### src/rtl/uart_cmd_tx.sv
// Sends a 1..MAX_BYTES word command as back-to-back UART frames (start, LSB-first data, optional parity, 1-2 stops).
// The line starts one cycle after acceptance. CMD_RDY stays low until the final stop bit has ended.
module uart_cmd_tx #(
  parameter int DATA_WIDTH = 8,
  parameter int MAX_BYTES  = 4,
  parameter int PRESCALE_W = 6
) (
  input  logic                               UART_CLK,
  input  logic                               rst,
  input  logic [PRESCALE_W-1:0]              PRESCALE,
  input  logic                               PAR_EN,
  input  logic                               PAR_TYP,
  input  logic                               STOP2,
  input  logic                               CMD_VLD,
  input  logic [$clog2(MAX_BYTES+1)-1:0]     CMD_LEN,
  input  logic [MAX_BYTES*DATA_WIDTH-1:0]    CMD_DATA,
  output logic                               CMD_RDY,
  output logic                               TX_OUT,
  output logic                               BUSY,
  output logic                               BYTE_DONE,
  output logic                               CMD_DONE,
  output logic                               ERR_LEN
);

  localparam int LEN_W  = $clog2(MAX_BYTES+1);
  localparam int WIDX_W = (MAX_BYTES > 1) ? $clog2(MAX_BYTES) : 1;
  localparam int BIT_W  = $clog2(DATA_WIDTH);
  localparam logic [BIT_W-1:0] LAST_BIT = BIT_W'(DATA_WIDTH-1);

  typedef enum logic [2:0] {S_IDLE, S_START, S_DATA, S_PARITY, S_STOP} state_t;

  state_t                r_state, w_state_nxt;
  logic [PRESCALE_W-1:0] r_cnt, w_cnt_nxt, r_pm1;
  logic [BIT_W-1:0]      r_bit, w_bit_nxt;
  logic [WIDX_W-1:0]     r_word, w_word_nxt, r_last_word;
  logic                  r_stop, w_stop_nxt;
  logic                  r_par_en, r_par_typ, r_stop2;
  logic [DATA_WIDTH-1:0] r_words [MAX_BYTES];
  logic [DATA_WIDTH-1:0] w_cur_word;
  logic                  w_len_ok, w_accept, w_cnt_last;
  logic                  w_tx_nxt, w_byte_done_nxt, w_cmd_done_nxt;

  assign w_len_ok   = (CMD_LEN != '0) && (CMD_LEN <= LEN_W'(MAX_BYTES));
  assign w_accept   = CMD_VLD && CMD_RDY && w_len_ok;
  assign w_cnt_last = (r_cnt == r_pm1);

  // Everything the line depends on is frozen at acceptance
  always_ff @(posedge UART_CLK) begin
    if (w_accept) begin
      r_pm1       <= (PRESCALE == '0) ? '0 : PRESCALE - 1'b1;
      r_par_en    <= PAR_EN;
      r_par_typ   <= PAR_TYP;
      r_stop2     <= STOP2;
      r_last_word <= WIDX_W'(CMD_LEN - 1'b1);
      for (int i = 0; i < MAX_BYTES; i++) begin
        r_words[i] <= CMD_DATA[i*DATA_WIDTH +: DATA_WIDTH];
      end
    end
  end

  always_ff @(posedge UART_CLK) begin
    if (rst) begin
      r_state <= S_IDLE;
      r_cnt   <= '0;
      r_bit   <= '0;
      r_word  <= '0;
      r_stop  <= 1'b0;
    end else begin
      r_state <= w_state_nxt;
      r_cnt   <= w_cnt_nxt;
      r_bit   <= w_bit_nxt;
      r_word  <= w_word_nxt;
      r_stop  <= w_stop_nxt;
    end
  end

  always_comb begin
    w_state_nxt = r_state;
    w_cnt_nxt   = r_cnt;
    w_bit_nxt   = r_bit;
    w_word_nxt  = r_word;
    w_stop_nxt  = r_stop;
    if (r_state != S_IDLE) begin
      w_cnt_nxt = w_cnt_last ? '0 : r_cnt + 1'b1;
    end
    case (r_state)
      S_IDLE: begin
        if (w_accept) begin
          w_state_nxt = S_START;
          w_cnt_nxt   = '0;
          w_bit_nxt   = '0;
          w_word_nxt  = '0;
          w_stop_nxt  = 1'b0;
        end
      end
      S_START: begin
        if (w_cnt_last) begin
          w_state_nxt = S_DATA;
          w_bit_nxt   = '0;
        end
      end
      S_DATA: begin
        if (w_cnt_last) begin
          if (r_bit == LAST_BIT) begin
            w_state_nxt = r_par_en ? S_PARITY : S_STOP;
            w_stop_nxt  = 1'b0;
          end else begin
            w_bit_nxt = r_bit + 1'b1;
          end
        end
      end
      S_PARITY: begin
        if (w_cnt_last) begin
          w_state_nxt = S_STOP;
          w_stop_nxt  = 1'b0;
        end
      end
      S_STOP: begin
        if (w_cnt_last) begin
          if (r_stop != r_stop2) begin
            w_stop_nxt = 1'b1;
          end else if (r_word == r_last_word) begin
            w_state_nxt = S_IDLE;
          end else begin
            // next word's start bit follows immediately, no idle gap
            w_state_nxt = S_START;
            w_word_nxt  = r_word + 1'b1;
          end
        end
      end
      default: w_state_nxt = S_IDLE;
    endcase
  end

  // Outputs are decoded from the next state so that the registered copies line up with it
  always_comb begin
    w_cur_word = r_words[w_word_nxt];
    w_tx_nxt   = 1'b1;
    case (w_state_nxt)
      S_START:  w_tx_nxt = 1'b0;
      S_DATA:   w_tx_nxt = w_cur_word[w_bit_nxt];
      S_PARITY: w_tx_nxt = r_par_typ ? ~^w_cur_word : ^w_cur_word;
      default:  w_tx_nxt = 1'b1;
    endcase
    w_byte_done_nxt = (w_state_nxt == S_STOP) && (w_stop_nxt == r_stop2) && (w_cnt_nxt == r_pm1);
    w_cmd_done_nxt  = w_byte_done_nxt && (w_word_nxt == r_last_word);
  end

  always_ff @(posedge UART_CLK) begin
    if (rst) begin
      TX_OUT    <= 1'b1;
      BUSY      <= 1'b0;
      CMD_RDY   <= 1'b0;
      BYTE_DONE <= 1'b0;
      CMD_DONE  <= 1'b0;
      ERR_LEN   <= 1'b0;
    end else begin
      TX_OUT    <= w_tx_nxt;
      BUSY      <= (w_state_nxt != S_IDLE);
      CMD_RDY   <= (w_state_nxt == S_IDLE);
      BYTE_DONE <= w_byte_done_nxt;
      CMD_DONE  <= w_cmd_done_nxt;
      ERR_LEN   <= CMD_VLD && CMD_RDY && !w_len_ok;
    end
  end

endmodule

### config.mk
export PLATFORM = sky130hd
export DESIGN_NAME = uart_cmd_tx
export DESIGN_NICKNAME = d
export VERILOG_FILES = /design/src/rtl/uart_cmd_tx.sv
export SDC_FILE = /design/constraint.sdc
export NUM_CORES = 1
export LEC_CHECK = 0
export ABC_AREA = 0
export BUFFER_PORTS_ARGS = -buffer_cell sky130_fd_sc_hd__buf_2
export CAP_MARGIN = 15
export CELL_PAD_IN_SITES_DETAIL_PLACEMENT = 0
export CELL_PAD_IN_SITES_GLOBAL_PLACEMENT = 1
export CORE_UTILIZATION = 42
export CTS_BUF_LIST = sky130_fd_sc_hd__clkbuf_4
export DETAILED_ROUTE_END_ITERATION = 8
export GPL_ROUTABILITY_DRIVEN = 0
export PLACE_DENSITY = 0.75
export SYNTH_ARGS = -nofsm -noshare
export SYNTH_HDL_FRONTEND = slang
export SYNTH_SLANG_ARGS = --single-unit
export TNS_END_PERCENT = 20
### constraint.sdc
create_clock -name UART_CLK -period 3 [get_ports UART_CLK]
set_input_delay 0 -clock UART_CLK [delete_from_list [all_inputs] [get_ports UART_CLK]]
set_output_delay 0 -clock UART_CLK [all_outputs]
set_load 0.03 [all_outputs]
==> flow_metrics.tcl <==
set metrics [dict create \
    status "complete, no violations" \
    dp.final_hpwl_um 4600 \
    ys_types 42 \
    track_usage 0.200 \
    die-area_um2 7930 \
    worstPathMaxFanout 8 \
    yosysWarnings 0 \
    min_period_ns 2.84 \
    cp_cell_sequence "xor2_1 -> nor4_4 -> buf_4 -> a21oi_1 -> a211o_2 -> buf_12 -> mux2i_4 -> xor2_1 -> mux2i_1 -> xnor2_1 -> xnor2_1 -> o311ai_2" \
    relSlewSlack 0.514 \
    grt-ovfl-total 0 \
    path_clk_slew_ns 0.11 \
    worst_setup_path_end_kind "flip-flop" \
    hold_path_class "primary input to flip-flop" \
    ys_seq_area_frac 0.538 \
    port_buffers 52 \
    drv_slew 0 \
    crit_buf_inv 2 \
    place_inst 430 \
    syn_nets 332 \
    initial_utilization 0.437 \
    finalClockSkew_ns 0.00987 \
    leakage_uw 0.00170 \
    cts_buffer_depth 2 \
    crit_arrival_ns 3.16 \
    pin_count 53 \
    instances_no_fill 498 \
    antenna_left 0 \
    clk_latency_ns 0.40 \
    p_per_area_nw_per_um2 428 \
    viasPerCell 5.00 \
    cts_buffers 9 \
    die_w_um 89.1 \
    grt_max_degree 42 \
    num_rows 31 \
    nNetsFinal 446 \
    dieHeight_um 89.1 \
    synth-edff-count 43 \
    cts.sinks 64 \
    preCtsSetupSlack_ns 0.187 \
    setup_viol 0 \
    root_buffer "clkbuf_4" \
    hold_violations 0 \
    fmax_ghz 0.352 \
    avgSynthCellArea_um2 11.4 \
    path_delay_family "XOR/XNOR gates" \
    core_um2 7290 \
    dpl_cell_area_um2 3600 \
    vdd_drop_max_uv 290 \
    drt-pass1-iter-count 4 \
    wl_per_cell_um 14.8 \
    design_area_um2 4360 \
    grt_pass1_wl_um 11600 \
    worstMarginPinSlew_ns 0.722 \
    crit_slowest_cell "edfxtp_1" \
    syn_area_um2 3180 \
    ys.flop_type "edfxtp_1" \
    cap_violations 0 \
    cp_slowest_stage_delay_ns 0.42 \
    grt_antenna_before_repair 0 \
    num_antenna_cells 0 \
    period_share 0.946 \
    fill_cells 643 \
    drtIter0Drc 109 \
    setup_ws_ns 0.162 \
    grt_pass1_vias 2496 \
    drive_gt1_frac 0.248 \
    cts_tree "yes" \
    path_class "flip-flop to flip-flop" \
    area.growth.synth_to_final_pct 36.8 \
    wirelength_um 7380 \
    synth-async-reset-ratio 0 \
    hold_ws_ns 0.0593 \
    required_ns 3.32 \
    drc 0 \
    crit_path_start_kind "flip-flop" \
    htree_levels 3 \
    ys_seq_elements 64 \
    synthCells 280 \
    vias 2490 \
]
==> layout by cell type (no fill, tap or decap), drive strengths merged, types with 3 or more instances in the layout <==
cell type	count
buf	63
dlygate4sd3	47
edfxtp	43
nor2	31
mux2i	29
dfxtp	21
xor2	20
xnor2	13
nand2	12
clkbuf	11
inv	10
nor3	9
o21ai	9
nor2b	8
a21oi	8
nand3	7
a31oi	5
ha	5
clkinv	5
nand4	4
and3	3
nand2b	3
a32oi	3
and2	3
nor4	3
==> final cells by class <==
| cell class | instances | area (µm²) | area share |
|---|---|---|---|
| multi-input combinational | 196 | 1440 | 0.330 |
| tap | 99 | 124 | 0.0284 |
| clock inverter | 7 | 96.3 | 0.0221 |
| timing repair buffer | 112 | 876 | 0.201 |
| clock buffer | 9 | 67.6 | 0.0155 |
| inverter | 11 | 45.0 | 0.0103 |
| sequential | 64 | 1710 | 0.393 |
==> routing by layer <==
metal | vias up | GRT usage | share of wire
met5 | - | 0 | 0
met4 | 0 | 0.0750 | 0.012
met3 | 9 | 0.0489 | 0.030
met2 | 54 | 0.339 | 0.51
met1 | 1181 | 0.247 | 0.45
li1 | 1246 | - | -
==> synthesized netlist by cell type, drive strengths merged, types with 4 or more instances <==
master | n | area share
nor2 | 31 | 0.037
a31oi | 5 | 0.0098
mux2i | 29 | 0.091
nand4 | 4 | 0.0079
nand3 | 7 | 0.011
xnor2 | 13 | 0.036
nor2b | 8 | 0.016
inv | 11 | 0.013
nor3 | 9 | 0.014
ha | 5 | 0.020
o21ai | 9 | 0.014
clkbuf | 6 | 0.0071
xor2 | 20 | 0.055
edfxtp | 43 | 0.41
nand2 | 12 | 0.014
a21oi | 8 | 0.013
dfxtp | 21 | 0.13
==> kinds of logic after synthesis <==
group / Yosys count / share of synthesized area
simple gates: 90 / 0.146
mux: 29 / 0.0912
compound gates: 39 / 0.0876
buf+inv: 20 / 0.0275
fa+ha+maj: 5 / 0.0196
xor+xnor: 33 / 0.0908
flops: 64 / 0.538
==> worst register-to-register path, stage by stage (launching register included) <==
cell and delay [ns]:
edfxtp_1 0.42, xor2_1 0.18, nor4_4 0.31, buf_4 0.20, a21oi_1 0.07, a211o_2 0.35
buf_12 0.17, mux2i_4 0.19, xor2_1 0.16, mux2i_1 0.22, xnor2_1 0.18, xnor2_1 0.11
o311ai_2 0.20
==> what timing repair did <==
item                                   CTS  global route
endpoints found under the hold margin   55             0
gates resized for setup                  0            11
setup buffers                            0             3
hold buffers                            47             0
setup endpoints to repair                0             1
==> per-stage QoR <==
step / total power (µW) / TNS [ns] / util
3_5_place_dp: 1160 / 0 / 0.493
4_1_cts: 1870 / 0 / 0.580
5_1_grt: 1950 / -0.00699 / 0.597
2_1_floorplan: 1100 / 0 / -
6_report: 1860 / 0 / 0.597
3_3_place_gp: 1160 / 0 / 0.493
==> sequential cells by signal, summed over array words and instances, names as in the netlist, 2 cells and up <==
signal	cells
r_word	2
r_bit	3
r_cnt	6
r_pm1	6
r_last_word	2
r_words	32
r_state	3
==> power by group <==
| part | total, µW | switching (µW) | internal [µW] |
|---|---|---|---|
| Combinational | 205 | 98.2 | 107 |
| Clock | 668 | 329 | 339 |
| Sequential | 991 | 17.1 | 974 |
| Total | 1860 | 444 | 1420 |
==> path summary, 6_finish.rpt <==
path	start	end	slack (ns)	depth (start not counted)
max reg2reg	r_pm1[3]	TX_OUT	0.16	12
min	CMD_LEN[1]	r_last_word[1]	0.06	4
max	r_pm1[3]	TX_OUT	0.16	12
min reg2reg	r_cnt[5]	r_cnt[5]	0.62	2
Note: power is estimated with default switching activity, not from simulation.
